<file path="config.mk">
export PLATFORM = sky130hd
export DESIGN_NAME = serial_adder
export DESIGN_NICKNAME = d
export VERILOG_FILES = /design/src/rtl/arith_pkg.sv /design/src/rtl/fa_bit.sv /design/src/rtl/serial_adder.sv
export SDC_FILE = /design/constraint.sdc
export NUM_CORES = 1
export LEC_CHECK = 0
export CAP_MARGIN = 10
export CORE_MARGIN = 10
export CORE_UTILIZATION = 43
export DETAILED_ROUTE_END_ITERATION = 6
export PLACE_DENSITY = 0.65
export SLEW_MARGIN = 20
export SYNTH_ARGS = -nofsm -noshare
export SYNTH_HDL_FRONTEND = slang
export SYNTH_SLANG_ARGS = --single-unit
</file>
<file path="constraint.sdc">
create_clock -name clk -period 1.6 [get_ports clk]
set_input_delay 0.32 -clock clk [delete_from_list [all_inputs] [get_ports clk]]
set_output_delay 0.32 -clock clk [all_outputs]
set_load 0.1 [all_outputs]
</file>
<file path="src/rtl/arith_pkg.sv">
// Shared arithmetic definitions: serial adder FSM states and a counter sizing helper.
package arith_pkg;

  typedef enum logic [1:0] {
    IDLE = 2'd0,
    RUN  = 2'd1,
    DONE = 2'd2
  } state_t;

  // A counter always needs at least one bit, even for the smallest widths.
  function automatic int cnt_width(input int w);
    return (w > 2) ? $clog2(w) : 1;
  endfunction

endpackage

</file>
<file path="src/rtl/fa_bit.sv">
// Combinational single-bit full adder used as the serial adder's arithmetic cell.
module fa_bit (
  input  logic x,
  input  logic y,
  input  logic ci,
  output logic s,
  output logic co
);

  assign s  = x ^ y ^ ci;
  assign co = (x & y) | (ci & (x ^ y));

endmodule

</file>
<file path="src/rtl/serial_adder.sv">
// Bit-serial adder/subtractor: one result bit per clock, LSB first, through a single
// full-adder cell and a registered carry, with a start/busy/done handshake.
import arith_pkg::*;

module serial_adder #(
  parameter int WIDTH = 8
) (
  input  logic             clk,
  input  logic             rst,
  input  logic             start,
  input  logic             sub,
  input  logic [WIDTH-1:0] a,
  input  logic [WIDTH-1:0] b,
  input  logic             cin,
  output logic             busy,
  output logic             done,
  output logic [WIDTH-1:0] sum,
  output logic             cout,
  output logic             ovf
);

  localparam int            CW   = cnt_width(WIDTH);
  localparam logic [CW-1:0] LAST = CW'(WIDTH - 1);

  state_t           state, state_n;
  logic             load, step, last;
  logic [WIDTH-1:0] areg, breg;
  logic [WIDTH-2:0] res;
  logic [WIDTH-1:0] res_full;
  logic [CW-1:0]    cnt;
  logic             carry;
  logic             fa_s, fa_co;

  fa_bit u_fa (
    .x  (areg[0]),
    .y  (breg[0]),
    .ci (carry),
    .s  (fa_s),
    .co (fa_co)
  );

  // Newest sum bit enters at the MSB; on the last step this is the complete result.
  assign res_full = {fa_s, res};

  always_ff @(posedge clk) begin
    if (rst) state <= IDLE;
    else     state <= state_n;
  end

  always_comb begin
    state_n = state;
    load    = 1'b0;
    step    = 1'b0;
    last    = 1'b0;
    case (state)
      IDLE: begin
        if (start) begin
          state_n = RUN;
          load    = 1'b1;
        end
      end
      RUN: begin
        step = 1'b1;
        if (cnt == LAST) begin
          state_n = DONE;
          last    = 1'b1;
        end
      end
      DONE: begin
        if (start) begin
          state_n = RUN;
          load    = 1'b1;
        end else begin
          state_n = IDLE;
        end
      end
      default: state_n = IDLE;
    endcase
  end

  // Subtraction is a + ~b + ~cin, so B is inverted and the carry seeded with cin ^ sub.
  always_ff @(posedge clk) begin
    if (rst) begin
      areg  <= '0;
      breg  <= '0;
      res   <= '0;
      cnt   <= '0;
      carry <= 1'b0;
      busy  <= 1'b0;
      done  <= 1'b0;
      sum   <= '0;
      cout  <= 1'b0;
      ovf   <= 1'b0;
    end else begin
      busy <= (state_n == RUN);
      done <= (state_n == DONE);
      if (load) begin
        areg  <= a;
        breg  <= sub ? ~b : b;
        carry <= cin ^ sub;
        cnt   <= '0;
      end else if (step) begin
        areg  <= areg >> 1;
        breg  <= breg >> 1;
        carry <= fa_co;
        res   <= res_full[WIDTH-1:1];
        cnt   <= cnt + CW'(1);
        if (last) begin
          sum  <= res_full;
          cout <= fa_co;
          ovf  <= carry ^ fa_co;
        end
      end
    end
  end

endmodule

</file>
==> key figures, run 1 <==
Run status
  • Status: finished, final reports clean

Hold path
  • HP Class: reg2reg

Power
  • Pwr Total: ~2.2 mW
  • Pwr/cell area: slightly below 1000 mW/mm^2
  • Peak VDD IR: 607 uV
  • Pleak: 0.834 nW

STA
  • Slew Limit Fails: 0
  • RSZ-0062 raised after global routing: no
  • Final Hold Viols: 0
  • Final setup fails: 0
  • Fin Setup TNS: 0 ps
  • Slew @ Worst Pin: 459 ps
  • Worst Skew: 4.82 ps
  • Relative max-transition margin: 69.3%
  • Fin crit share: 87.7%
  • Min cycle time layout: around 1400 ps
  • Max Fclk: between 700 and 800 MHz

Clocking
  • Root Driver: clkbuf_8
  • Clock sinks: 41
  • H-tree level count: 2
  • CTS buffer count: 5
  • CTS tree: yes
  • Skew-Pair Late Insertion Delay: 300 ps
  • Clk pin slew, worst setup/hold paths: 80 ps
  • Clk buf depth: 2

Synth
  • Syn Inst Count: 195
  • Synthesized area per cell: 8.81 um^2
  • Synth cell types: 27
  • Post-synthesis register bit count: 41
  • Sequential area share after synthesis: 47.8%
  • Post-synthesis cell area: 0.00172 mm^2
  • YS warnings: 0
  • Synth Net Count: 219

Worst setup path
  • Crit-path cells: ha_1 -> ha_1 -> nand3b_1 -> nand2_1 -> a21oi_1
  • CP max FO: 11
  • Crit path DAT: ~1600 ps
  • Setup crit start kind: flip-flop
  • Setup CP Type: reg2reg
  • Max incr delay on CP: 350 ps
  • Slowest CP cell: nand3b_1
  • Critical Path RT: about 1800 ps
  • Crit end category: flip-flop
  • Most frequent CP cell: ha_1

Global route
  • Initial antenna violation count: 0
  • Vias in the first global route: 1417
  • Global route total overflow: 0
  • Largest net degree at the start of global routing: 42
  • First-pass GRT wire length: roughly 6.2 mm
  • Overall Global Routing Usage: about a tenth

Placed design
  • Port Buffer Count: 32
  • GPL Wtd Cong: 0.718
  • HPWL after DPL: about 2.4 mm

Finish
  • Nets: 247
  • Most frequent cells in the layout: nand2_1, dfxtp_1, a21oi_1
  • # diodes: 0
  • Ratio of cells with drive above 1 in the final layout: between 10% and 20%
  • Commonest non-fill, non-tap cell in the layout: nand2_1
  • P&R area growth vs syn: 33.6%
  • Final Core Density: between 60% and 70%

Route
  • Via count: about 1400
  • TritonRoute pass-1 iters: 4
  • Post-route ant nets: 0
  • Detailed Route WL: 3.60 mm
  • Detailed-route DRC error count: 0
  • Wire length per cell: 13.3 um
  • Vias per std cell: 5.15
  • DRT iter0 DRCs: 80

Floorplanning
  • CORE AREA: 0.00377 mm^2
  • Row count: 22
  • Die width: 83.2 um
  • Die span in y: 83.2 um
  • Die area: ~0.007 mm^2
  • Initial Util: 45.6%
  • I/O pin count: 33

Run
  • Count of max-cap constraint violations: 0
state kept, by name, summed over array words and instances (netlist names):
signal / cells
busy: 1
sum: 8
breg: 8
cout: 1
cnt: 3
ovf: 1
carry: 1
areg: 8
res: 7
state: 2
done: 1
path summary, 6_finish.rpt:
path,startpoint,endpoint,slack [ps],depth (start not counted)
setup / recovery,cnt[0],sum[5],200,5
hold / removal,res[0],sum[0],460,2
setup reg to reg,cnt[0],sum[5],200,5
hold reg to reg,res[0],sum[0],460,2
synth_stat cells:
master	n	area share, %
xor2_1	9	4.6
nand2b_1	2	0.73
ha_1	2	1.5
fa_1	1	1.2
nor2_1	11	2.4
a311oi_1	3	1.5
nand2_1	46	10
a211oi_1	1	0.44
a21oi_1	27	7.9
a311oi_2	3	2.6
nand3b_1	1	0.44
nor3_2	1	0.58
buf_4	3	1.3
o21a_1	1	0.44
nor2b_2	1	0.51
buf_1	1	0.22
nor3_1	2	0.58
dfxtp_1	41	48
a22oi_1	9	3.9
and2b_4	1	0.58
clkbuf_1	5	1.1
and3b_1	1	0.51
xnor2_1	2	1.0
mux2i_1	2	1.2
nand3_1	11	3.2
buf_2	4	1.2
buf_6	4	2.6
cell type report:
cell class                      instances  area (um^2)
Fill cell                             318         1480
Multi-Input combinational cell        137          788
Clock buffer                            5         68.8
Sequential cell                        41          821
Tap cell                               48         60.1
Clock inverter                          3         46.3
Timing Repair Buffer                   38          510
logic make-up (layout without fill, tap and decap cells):
logic type,count (synthesis),after routing,synth area share [%]
adder cells (fa/ha/maj),3,3,2.62
buffers and inverters,17,46,6.41
multiplexers,2,2,1.17
AND/OR/NAND/NOR,77,77,19.6
AO/OA/AOI/OAI,44,44,16.8
flip-flops,41,41,47.8
XOR/XNOR,11,11,5.61
power breakdown:
group,switching (mW),internal [mW],leakage [nW]
clock network,0.367,0.467,0.0543
registers,0.0301,1.06,0.334
logic,0.149,0.138,0.445
total,0.546,1.67,0.834
through the flow:
step | instance area (um^2) | hold WS, ps | setup WS, ps | instances
finish | 2290 | 457 | 197 | 272
global route | 2290 | 498 | 50.9 | 272
CTS | 2290 | 461 | 153 | 272
detailed placement | 2180 | 449 | 143 | 264
global placement | 2180 | 445 | 173 | 264
floorplan | 1720 | 432 | 260 | 195
worst max-delay path: cells and delay by family (launching register included):
| kind | cells | cell delay (ps) |
|---|---|---|
| simple gates | 2 | 450 |
| fa+ha+maj | 2 | 400 |
| flops | 1 | 330 |
| compound gates | 1 | 150 |
routing by layer:
layer / up-vias / wire (um) / global-route usage [%]
met3: 7 / 167 / 4.10
met2: 32 / 1700 / 17.2
met4: 0 / 74 / 5.54
li1: 716 / - / -
met5: - / 0 / 0
met1: 647 / 1660 / 11.8
repair_timing:
item / in CTS / in global routing
endpoints found under the setup margin: 0 / 1
gates resized for setup: 0 / 1
setup buffers: 0 / 0
endpoints found under the hold margin: 0 / 0
hold buffers: 0 / 0
(Power assumes the default switching activity.)
==> inputs of run 2 (changes only) <==
Settings changed: CAP_MARGIN 10 to 5.
==> results of run 2 <==
Final layout, timing and power as in run 1 (identical DEF).
